**config.mk**
```make
export PLATFORM = sky130hd
export DESIGN_NAME = kvs_port_arbiter
export DESIGN_NICKNAME = d
export VERILOG_FILES = /design/src/rtl/kvs_pkg.sv /design/src/rtl/kvs_sync_fifo.sv /design/src/rtl/kvs_port_arbiter.sv
export SDC_FILE = /design/constraint.sdc
export NUM_CORES = 1
export LEC_CHECK = 0
export BUFFER_PORTS_ARGS = -buffer_cell sky130_fd_sc_hd__buf_2
export CORE_UTILIZATION = 33
export CTS_BUF_LIST = sky130_fd_sc_hd__clkbuf_4 sky130_fd_sc_hd__clkbuf_8 sky130_fd_sc_hd__clkbuf_16
export CTS_CLUSTER_SIZE = 16
export DETAILED_ROUTE_END_ITERATION = 6
export PLACE_DENSITY = 0.47
export SYNTH_ARGS = -nofsm -noshare
export SYNTH_HDL_FRONTEND = slang
export SYNTH_SLANG_ARGS = --single-unit
export TNS_END_PERCENT = 10
```
**constraint.sdc**
```tcl
create_clock -name clk -period 4.4 [get_ports clk]
set_clock_uncertainty 0.15 [all_clocks]
set_input_delay 0.44 -clock clk [delete_from_list [all_inputs] [get_ports clk]]
set_output_delay 0.44 -clock clk [all_outputs]
set_load 0.02 [all_outputs]
```
**src/rtl/kvs_pkg.sv**
```systemverilog
// rtl/kvs_pkg.sv - shared defaults and helpers for the KVS port arbiter
package kvs_pkg;
    localparam int KEY_SIZE_DEF  = 96;
    localparam int FLAG_SIZE_DEF = 4;
    localparam int DROP_CNT_W    = 16;
    localparam logic [DROP_CNT_W-1:0] DROP_CNT_MAX = 16'hFFFF;

    function automatic logic [DROP_CNT_W-1:0] sat_inc(input logic [DROP_CNT_W-1:0] v);
        return (v == DROP_CNT_MAX) ? v : v + 16'd1;
    endfunction
endpackage

```
**src/rtl/kvs_sync_fifo.sv**
```systemverilog
// rtl/kvs_sync_fifo.sv - show-ahead synchronous FIFO with registered occupancy count
module kvs_sync_fifo #(
    parameter int WIDTH = 8,
    parameter int ADDR  = 2
) (
    input  logic             i_clk,
    input  logic             i_rst,
    input  logic             i_wr_en,
    input  logic [WIDTH-1:0] i_wr_data,
    input  logic             i_rd_en,
    output logic [WIDTH-1:0] o_rd_data,
    output logic             o_full,
    output logic             o_empty,
    output logic [ADDR:0]    o_count
);
    localparam int DEPTH = 1 << ADDR;
    localparam logic [ADDR:0] FULL_CNT = (ADDR+1)'(DEPTH);

    logic [WIDTH-1:0] r_mem [DEPTH];
    logic [ADDR-1:0]  r_wr_ptr;
    logic [ADDR-1:0]  r_rd_ptr;
    logic [ADDR:0]    r_count;
    logic             w_do_wr;
    logic             w_do_rd;

    // Full/empty come from the registered count only, so a write while full is refused even if a pop happens that cycle.
    assign o_full    = (r_count == FULL_CNT);
    assign o_empty   = (r_count == '0);
    assign o_count   = r_count;
    assign o_rd_data = r_mem[r_rd_ptr];
    assign w_do_wr   = i_wr_en && !o_full;
    assign w_do_rd   = i_rd_en && !o_empty;

    always_ff @(posedge i_clk) begin
        if (w_do_wr) r_mem[r_wr_ptr] <= i_wr_data;
    end

    always_ff @(posedge i_clk) begin
        if (i_rst) begin
            r_wr_ptr <= '0;
            r_rd_ptr <= '0;
            r_count  <= '0;
        end else begin
            if (w_do_wr) r_wr_ptr <= r_wr_ptr + 1'b1;
            if (w_do_rd) r_rd_ptr <= r_rd_ptr + 1'b1;
            case ({w_do_wr, w_do_rd})
                2'b10:   r_count <= r_count + 1'b1;
                2'b01:   r_count <= r_count - 1'b1;
                default: ;
            endcase
        end
    end
endmodule

```
**src/rtl/kvs_port_arbiter.sv**
```systemverilog
// rtl/kvs_port_arbiter.sv - round-robin merge of per-port KVS requests with in-order response routing
module kvs_port_arbiter import kvs_pkg::*; #(
    parameter int KEY_SIZE  = KEY_SIZE_DEF,
    parameter int FLAG_SIZE = FLAG_SIZE_DEF,
    parameter int NUM_PORTS = 2,
    parameter int FIFO_ADDR = 2,
    parameter int TAG_ADDR  = 3
) (
    input  logic                            clk,
    input  logic                            rst,
    input  logic [NUM_PORTS*KEY_SIZE-1:0]   in_key,
    input  logic [NUM_PORTS*FLAG_SIZE-1:0]  in_flag,
    input  logic [NUM_PORTS-1:0]            in_valid,
    output logic [KEY_SIZE-1:0]             db_key,
    output logic [FLAG_SIZE-1:0]            db_flag,
    output logic                            db_valid,
    input  logic                            db_out_valid,
    input  logic [FLAG_SIZE-1:0]            db_out_flag,
    output logic [NUM_PORTS-1:0]            out_valid,
    output logic [NUM_PORTS*FLAG_SIZE-1:0]  out_flag,
    output logic [NUM_PORTS*DROP_CNT_W-1:0] drop_cnt,
    output logic                            err_orphan
);
    localparam int PW = (NUM_PORTS > 1) ? $clog2(NUM_PORTS) : 1;
    localparam int RW = KEY_SIZE + FLAG_SIZE;
    localparam logic [PW:0]         NP_EXT   = (PW+1)'(NUM_PORTS);
    localparam logic [PW-1:0]       NP_LAST  = PW'(NUM_PORTS - 1);
    localparam logic [TAG_ADDR+1:0] TAG_FULL = (TAG_ADDR+2)'(1 << TAG_ADDR);

    logic [RW-1:0]                      w_head [NUM_PORTS];
    logic [NUM_PORTS-1:0]               w_req_full;
    logic [NUM_PORTS-1:0]               w_req_empty;
    logic [NUM_PORTS-1:0]               w_pop;
    logic [NUM_PORTS*(FIFO_ADDR+1)-1:0] w_unused_req_count;
    logic                               w_unused_tag_full;

    logic [PW-1:0]         w_tag_head;
    logic                  w_tag_empty;
    logic [TAG_ADDR:0]     w_tag_count;
    logic                  w_tag_pop;
    logic                  w_tag_rd;
    logic                  w_tag_push;
    logic                  w_bypass;
    logic [TAG_ADDR+1:0]   w_tag_next;
    logic                  w_can_grant;
    logic                  w_grant;
    logic [PW-1:0]         w_grant_idx;
    logic [PW:0]           w_rr_idx;
    logic [PW-1:0]         w_resp_tag;

    logic [PW-1:0]                      r_rr_ptr;
    logic                               r_db_valid;
    logic [KEY_SIZE-1:0]                r_db_key;
    logic [FLAG_SIZE-1:0]               r_db_flag;
    logic [PW-1:0]                      r_db_port;
    logic [NUM_PORTS-1:0]               r_out_valid;
    logic [NUM_PORTS*FLAG_SIZE-1:0]     r_out_flag;
    logic [NUM_PORTS*DROP_CNT_W-1:0]    r_drop_cnt;
    logic                               r_err_orphan;

    for (genvar p = 0; p < NUM_PORTS; p++) begin : g_req
        kvs_sync_fifo #(.WIDTH(RW), .ADDR(FIFO_ADDR)) u_req_fifo (
            .i_clk     (clk),
            .i_rst     (rst),
            .i_wr_en   (in_valid[p]),
            .i_wr_data ({in_key[p*KEY_SIZE +: KEY_SIZE], in_flag[p*FLAG_SIZE +: FLAG_SIZE]}),
            .i_rd_en   (w_pop[p]),
            .o_rd_data (w_head[p]),
            .o_full    (w_req_full[p]),
            .o_empty   (w_req_empty[p]),
            .o_count   (w_unused_req_count[p*(FIFO_ADDR+1) +: FIFO_ADDR+1])
        );
    end

    kvs_sync_fifo #(.WIDTH(PW), .ADDR(TAG_ADDR)) u_tag_fifo (
        .i_clk     (clk),
        .i_rst     (rst),
        .i_wr_en   (w_tag_push),
        .i_wr_data (r_db_port),
        .i_rd_en   (w_tag_rd),
        .o_rd_data (w_tag_head),
        .o_full    (w_unused_tag_full),
        .o_empty   (w_tag_empty),
        .o_count   (w_tag_count)
    );

    // A response may meet the tag being pushed this very cycle; it is routed straight from r_db_port.
    assign w_bypass    = db_out_valid && w_tag_empty && r_db_valid;
    assign w_tag_rd    = db_out_valid && !w_tag_empty;
    assign w_tag_pop   = w_tag_rd || w_bypass;
    assign w_tag_push  = r_db_valid && !w_bypass;
    assign w_resp_tag  = w_bypass ? r_db_port : w_tag_head;
    // Occupancy counts the in-flight tag so a grant can never overflow the tag FIFO one cycle later.
    assign w_tag_next  = {1'b0, w_tag_count} + {{(TAG_ADDR+1){1'b0}}, r_db_valid}
                         - {{(TAG_ADDR+1){1'b0}}, w_tag_pop};
    assign w_can_grant = (w_tag_next < TAG_FULL);

    always_comb begin
        w_grant     = 1'b0;
        w_grant_idx = '0;
        w_rr_idx    = '0;
        w_pop       = '0;
        for (int i = 0; i < NUM_PORTS; i++) begin
            w_rr_idx = {1'b0, r_rr_ptr} + (PW+1)'(i);
            if (w_rr_idx >= NP_EXT) w_rr_idx = w_rr_idx - NP_EXT;
            if (!w_grant && w_can_grant && !w_req_empty[w_rr_idx[PW-1:0]]) begin
                w_grant     = 1'b1;
                w_grant_idx = w_rr_idx[PW-1:0];
            end
        end
        w_pop[w_grant_idx] = w_grant;
    end

    always_ff @(posedge clk) begin
        if (rst) begin
            r_rr_ptr     <= '0;
            r_db_valid   <= 1'b0;
            r_db_key     <= '0;
            r_db_flag    <= '0;
            r_db_port    <= '0;
            r_out_valid  <= '0;
            r_out_flag   <= '0;
            r_drop_cnt   <= '0;
            r_err_orphan <= 1'b0;
        end else begin
            r_db_valid <= w_grant;
            r_db_key   <= w_grant ? w_head[w_grant_idx][RW-1:FLAG_SIZE] : '0;
            r_db_flag  <= w_grant ? w_head[w_grant_idx][FLAG_SIZE-1:0] : '0;
            if (w_grant) begin
                r_db_port <= w_grant_idx;
                r_rr_ptr  <= (w_grant_idx == NP_LAST) ? '0 : w_grant_idx + 1'b1;
            end
            r_out_valid <= '0;
            r_out_flag  <= '0;
            if (w_tag_pop) begin
                r_out_valid[w_resp_tag] <= 1'b1;
                r_out_flag[w_resp_tag*FLAG_SIZE +: FLAG_SIZE] <= db_out_flag;
            end
            if (db_out_valid && w_tag_empty && !r_db_valid) r_err_orphan <= 1'b1;
            for (int p = 0; p < NUM_PORTS; p++) begin
                if (in_valid[p] && w_req_full[p])
                    r_drop_cnt[p*DROP_CNT_W +: DROP_CNT_W] <= sat_inc(r_drop_cnt[p*DROP_CNT_W +: DROP_CNT_W]);
            end
        end
    end

    assign db_valid   = r_db_valid;
    assign db_key     = r_db_key;
    assign db_flag    = r_db_flag;
    assign out_valid  = r_out_valid;
    assign out_flag   = r_out_flag;
    assign drop_cnt   = r_drop_cnt;
    assign err_orphan = r_err_orphan;
endmodule

```
==> results of run 1 <==
## worst min-delay path, stage by stage
cell and delay [ns]:
buf_2 0.11, inv_1 0.05, a31oi_1 0.12, nand2_1 0.10
a21oi_1 0.05
## cells by family after synthesis
group / synth area share
XOR/XNOR: 0.00944
flip-flops: 0.769
AO/OA/AOI/OAI: 0.0243
AND/OR/NAND/NOR: 0.0464
adder cells (fa/ha/maj): 0.00962
multiplexers: 0.127
buffers and inverters: 0.0145
## where the power goes
group | switching (uW) | internal, uW
Combinational | 3940 | 2290
Sequential | 398 | 11200
Clock | 3720 | 5390
## metrics by stage
stage          setup WS, ns   util  instance area (um^2)
2_1_floorplan         0.573      -                 36200
6_report              0.631  0.419                 45600
3_3_place_gp          0.704  0.366                 39800
4_1_cts               0.619  0.419                 45500
5_1_grt               0.305  0.419                 45600
3_5_place_dp          0.633  0.366                 39800
## cell usage after synthesis (5+ instances only)
cell,number,share of area
edfxtp_1,808,0.67
nand2_1,228,0.024
mux4_2,202,0.13
dfxtp_1,177,0.098
a21oi_1,127,0.018
nor2_1,63,0.0065
buf_2,40,0.0055
clkbuf_1,39,0.0040
inv_1,30,0.0031
ha_1,23,0.0080
xnor2_1,23,0.0056
xor2_1,16,0.0039
nor3_1,13,0.0018
and2_1,11,0.0019
nand3_1,11,0.0015
o21ai_0,10,0.0014
or3_1,9,0.0016
and3_1,8,0.0014
nand4_1,7,0.0012
a211oi_1,5,0.0010
and4_1,5,0.0012
buf_4,5,0.0010
nand2b_1,5,0.00086
nor4b_1,5,0.0012
## final cells by class
type	count	area (um^2)	share of cell area
Sequential cell	985	27800	0.611
Tap cell	1414	1770	0.0388
Inverter	31	119	0.00261
Clock inverter	49	484	0.0106
Multi-Input combinational cell	810	7870	0.173
Clock buffer	155	3180	0.0698
Timing Repair Buffer	595	4300	0.0944
Antenna cell	7	17.5	0.000384
## routing by layer
| layer | share of wire | up-vias | GRT usage |
|---|---|---|---|
| li1 | - | 8754 | - |
| met1 | 0.43 | 9996 | 0.210 |
| met4 | 0.025 | 16 | 0.0506 |
| met2 | 0.50 | 410 | 0.284 |
| met3 | 0.043 | 152 | 0.0323 |
| met5 | 0.0011 | - | 0 |
## worst min-delay path by stage
stage,end,from,slack [ns]
CTS,g_req[0].u_req_fifo.r_wr_ptr[1]$_SDFFE_PP0P_,in_valid[0],0.02
global route,g_req[0].u_req_fifo.r_wr_ptr[1]$_SDFFE_PP0P_,in_valid[0],0.09
global placement,flip-flop,g_req[1].u_req_fifo.r_rd_ptr[0]$_SDFFE_PP0P_,0.30
finish,g_req[0].u_req_fifo.r_wr_ptr[1]$_SDFFE_PP0P_,in_valid[0],0.08
detailed placement,err_orphan$_SDFFE_PP0P_,err_orphan$_SDFFE_PP0P_,0.32
floorplan,flip-flop,u_tag_fifo.r_rd_ptr[1]$_SDFFE_PP0P_,0.30
## sequential cells by signal, summed over array words and instances, names as in the netlist, named ones only
signal and cells:
g_req.u_req_fifo.r_mem 800, out_flag 8, drop_cnt 32, u_tag_fifo.r_mem 8, g_req.u_req_fifo.r_wr_ptr 4, r_rr_ptr 1, g_req.u_req_fifo.r_rd_ptr 4, r_db_port 1
err_orphan 1, u_tag_fifo.r_wr_ptr 3, g_req.u_req_fifo.o_count 6, db_key 96, u_tag_fifo.r_rd_ptr 3, out_valid 2, db_valid 1, u_tag_fifo.o_count 4
db_flag 4
==> impl_metrics.toml, run 1 <==
[timing]
fin_crit_sh = 0.857
setup_tns_ns = 0
worst_hold_slack_ns = 0.0785
finalHoldViolations = 0
worst_slew_pin_slew_ns = 0.952
rsz0062_at_grt = "false"
timing.fmax_mhz = 265
slew_violations = 0
period_needed_ns = 3.77
maxSlewHeadroom = 0.366
finalSetupViolCount = 0

[placement]
portBuffers = 352
gp_congestion = 0.725
dp_cells = 3630
hpwl_um = 52900

[die]
num_rows = 121
ios = 353
initial_utilization = 0.333
fp.dieH_um = 333
dieWidth_um = 333
core-area_mm2 = 0.109
die_area_mm2 = 0.111

[critical_path]
reg2reg_depth = 18
crit_path_end_kind = "flip-flop"
critPathArrivalTime_ns = 4.23
r2r_slack_ns = 0.63
crit_chain = "inv_1 > ha_1 > nand2_1 > o21ai_1 > inv_1 > ha_1 > inv_1 > ha_1 > nand4b_2 > a211oi_2 > o31ai_4 > inv_4 > ha_1 > inv_1 > fa_1 > xor2_1 > or3_1 > a21oi_1"
reg2reg_from = "u_tag_fifo.o_count[3]$_SDFFE_PP0P_"
critical_path.max_stage_delay_ns = 0.41
endpoint = "g_req[1].u_req_fifo.o_count[2]$_SDFFE_PP0P_"
crit_path_top_delay_cell = "dfxtp_1"
critPathLaunchType = "flip-flop"
cp.required_ns = 4.86
cp.depth = 18
reg2reg_to = "g_req[1].u_req_fifo.o_count[2]$_SDFFE_PP0P_"
cp_max_fo = 6
path_delay_family = "adder cells"
crit_path_start = "u_tag_fifo.o_count[3]$_SDFFE_PP0P_"
critical_path_class = "flip-flop to flip-flop"
critical_path_buf_inv_count = 5

[logic_synthesis]
synth_async_sr_flop_share = 0
synth_ff_type = "edfxtp_1"
yosys_warnings = 0
syn_nets = 2149
netlist_instances = 1914
synth_area_mm2 = 0.0362
ys_seq_area_frac = 0.769
avgSynthCellArea_um2 = 18.9
synth_edf_count = 808
yosysUniqueCellTypes = 53
synth.ff_latch_count = 985

[clock_tree]
clk_root_buffer_cell = "clkbuf_16"
cts_resized = 0
cts_setup_buffers = 0
max-clock-path-buffers = 3
clk_pin_slew_ns = 0.06
holdBufCountCts = 205
clkLatencyLatePin_ns = 0.69
cts_sinks = 985
cts_tree = "yes"
h-tree-depth = 3
cts_buffers = 108

[global_routing]
grt_pass1_vias = 21103
grt_antenna_before_repair = 13
grt_pass1_wl_um = 136000
overflow = 0
grt_max_degree = 105
grt_use_total = 0.165

[power]
cellPowerDensity_mw_per_mm2 = 591
fin_total_pwr_uw = 26900
p_leak_uw = 0.0158
ir_drop_mv = 0.672

[finish]
area.growth.synth_to_final_pct = 26.0
n_fill_cell = 9795
final_cell_mix = "edfxtp_1, buf_2, nand2_1"
layout_commonest_cell = "edfxtp_1"
layout.nets = 2766
drive_above_1_share = 0.307
post_layout_nonfiller_instances = 4046

[route]
drt_iter0_markers = 1053
ant_nets = 0
vias = 19328
drtPass1Iterations = 5
wirelength_um = 91400
drc_errors = 0
routed_via_density = 4.78
routedWlPerCell_um = 22.6

[run]
drv_cap = 0

[worst_hold_path]
whs_path_depth = 5
hp-class = "primary input to flip-flop"

[status]
status = "completed"
Power figures use the tool's default switching activity.
==> run 2: changes to the inputs <==
Settings changed: BUFFER_PORTS_ARGS -buffer_cell sky130_fd_sc_hd__buf_2 to unset, DONT_BUFFER_PORTS set to 1, MAX_ROUTING_LAYER set to met4, PLACE_DENSITY 0.47 to 0.44.
==> impl_metrics.toml, run 2 (synthesized netlist as in run 1, its figures left out) <==
[power]
fin_total_pwr_uw = 27200
ir_drop_mv = 0.740
p_leak_uw = 0.0144
cellPowerDensity_mw_per_mm2 = 616

[finish]
drive_above_1_share = 0.201
largest_reg_flops = 800
final_cell_mix = "edfxtp_1, nand2_1, dlygate4sd3_1"
n_fill_cell = 9783
fin_area_mm2 = 0.0442
layout.nets = 2419
top_register = "g_req.u_req_fifo.r_mem"
area.growth.synth_to_final_pct = 22.1
layout_commonest_cell = "edfxtp_1"

[critical_path]
critical_path_buf_inv_count = 5
critical_path.max_stage_delay_ns = 0.46
reg2reg_depth = 18
critPathArrivalTime_ns = 4.42
r2r_slack_ns = 0.43
crit_path_top_delay_cell = "o21ai_1"
cp.required_ns = 4.84
crit_chain = "inv_1 > ha_1 > nand2_1 > o21ai_1 > inv_1 > ha_1 > inv_1 > ha_1 > nand4b_2 > a211oi_2 > o31ai_4 > inv_6 > ha_1 > inv_1 > fa_1 > xor2_1 > or3_1 > a21oi_1"
path_delay_family = "compound AO/OA/AOI/OAI gates"
reg2reg_from = "u_tag_fifo.o_count[3]$_SDFFE_PP0P_"
crit_path_end_kind = "flip-flop"
reg2reg_to = "g_req[1].u_req_fifo.o_count[2]$_SDFFE_PP0P_"
critPathLaunchType = "flip-flop"
critical_path_class = "flip-flop to flip-flop"
cp_max_fo = 7

[placement]
dpl_cell_area_mm2 = 0.0381
portBuffers = 0
gp_congestion = 0.761
post-place-ws_ns = 0.419
hpwl_um = 52300

[route]
wirelength_um = 90500
drtPass1Iterations = 5
routed_via_density = 4.88
routedWlPerCell_um = 24.3
drt_iter0_markers = 959
vias = 18155
ant_nets = 0
drc_errors = 0

[clock_tree]
cts_setup_buffers = 0
clk_root_buffer_cell = "clkbuf_16"
max-clock-path-buffers = 3
clk_pin_slew_ns = 0.06
cts_buffers = 109
h-tree-depth = 3
cts_tree = "yes"
cts_sinks = 985
clkLatencyLatePin_ns = 0.68

[timing]
timing.fmax_mhz = 252
setup_tns_ns = 0
finalHoldViolations = 0
rsz0062_at_grt = "false"
worst_slew_pin_slew_ns = 1.07
maxSlewHeadroom = 0.287
slew_violations = 0
worst_hold_slack_ns = 0.121
fin_crit_sh = 0.903
period_needed_ns = 3.97
setup_slack_ns = 0.426
finalSetupViolCount = 0

[worst_hold_path]
whs_path_depth = 3
hp-start = "db_out_valid"
hp-class = "primary input to flip-flop"
whs_endpoint = "out_valid[1]$_SDFF_PP0_"

[run]
drv_cap = 0

[die]
die_area_mm2 = 0.111
fp.dieH_um = 333
core-area_mm2 = 0.109
num_rows = 121
dieWidth_um = 333
initial_utilization = 0.333
ios = 353

[global_routing]
grt_pass1_vias = 19675
grt_antenna_before_repair = 33
grt_use_total = 0.168
grt_max_degree = 105
overflow = 0
grt_pass1_wl_um = 132000

[status]
status = "completed"
[run 2: layout make-up]
| class | count | area, um^2 | share of cell area |
|---|---|---|---|
| clock inverter | 49 | 664 | 0.0150 |
| sequential | 985 | 27800 | 0.630 |
| inverter | 31 | 121 | 0.00275 |
| clock buffer | 155 | 3180 | 0.0721 |
| antenna | 32 | 80.1 | 0.00181 |
| multi-input combinational | 810 | 7870 | 0.178 |
| tap | 1414 | 1770 | 0.0401 |
| timing repair buffer | 247 | 2650 | 0.0600 |
[run 2: what timing repair did]
item                                    CTS  global route
hold buffers                            211             0
hold endpoints to repair                876             0
endpoints found under the setup margin    0             0
gates resized for setup                   0             0
[run 2: power breakdown]
| part | total (uW) | switching [uW] | internal [uW] |
|---|---|---|---|
| clock | 9560 | 3650 | 5920 |
| sequential | 11900 | 720 | 11200 |
| combinational | 5720 | 3600 | 2120 |
| total | 27200 | 7960 | 19200 |
[run 2: how the worst max path moves through the flow]
stage                                                 from                                          end  slack (ns)  cells after the start
2_1_floorplan  g_req[0].u_req_fifo.o_count[0]$_SDFFE_PP0P_    g_req[0].u_req_fifo.r_mem[1][0]$_DFFE_PP_        0.57                      3
3_3_place_gp            u_tag_fifo.o_count[3]$_SDFFE_PP0P_  g_req[1].u_req_fifo.o_count[2]$_SDFFE_PP0P_        0.46                     18
3_5_place_dp            u_tag_fifo.o_count[3]$_SDFFE_PP0P_  g_req[1].u_req_fifo.o_count[2]$_SDFFE_PP0P_        0.42                     18
4_1_cts                 u_tag_fifo.o_count[3]$_SDFFE_PP0P_  g_req[1].u_req_fifo.o_count[2]$_SDFFE_PP0P_        0.40                     18
5_1_grt                 u_tag_fifo.o_count[3]$_SDFFE_PP0P_  g_req[1].u_req_fifo.o_count[2]$_SDFFE_PP0P_        0.02                     18
6_report                u_tag_fifo.o_count[3]$_SDFFE_PP0P_  g_req[1].u_req_fifo.o_count[2]$_SDFFE_PP0P_        0.43                     18
[run 2: worst register-to-register path: stages, from the launching register on]
cell,delay [ns]
dfxtp_1,0.35
inv_1,0.14
ha_1,0.21
nand2_1,0.13
o21ai_1,0.46
inv_1,0.11
ha_1,0.20
inv_1,0.05
ha_1,0.13
nand4b_2,0.17
a211oi_2,0.36
o31ai_4,0.16
inv_6,0.08
ha_1,0.18
inv_1,0.06
fa_1,0.37
xor2_1,0.16
or3_1,0.31
a21oi_1,0.14
[run 2: routing by layer]
layer  GRT usage  routed length, um  part of all wire  vias to the layer above
met5           -                  0                 0                        -
met4      0.0397               1770             0.020                        0
met3      0.0463               5370             0.059                      121
met2       0.279              44900              0.50                      438
met1       0.203              38400              0.42                     9515
li1            -                  -                 -                     8081
[run 2: through the flow]
| stage | std cells | util |
|---|---|---|
| after floorplan | 1914 | - |
| final | 3723 | 0.406 |
| after detailed placement | 3276 | 0.350 |
| after CTS | 3691 | 0.405 |
| after global routing | 3721 | 0.406 |
| after global placement | 3276 | 0.350 |
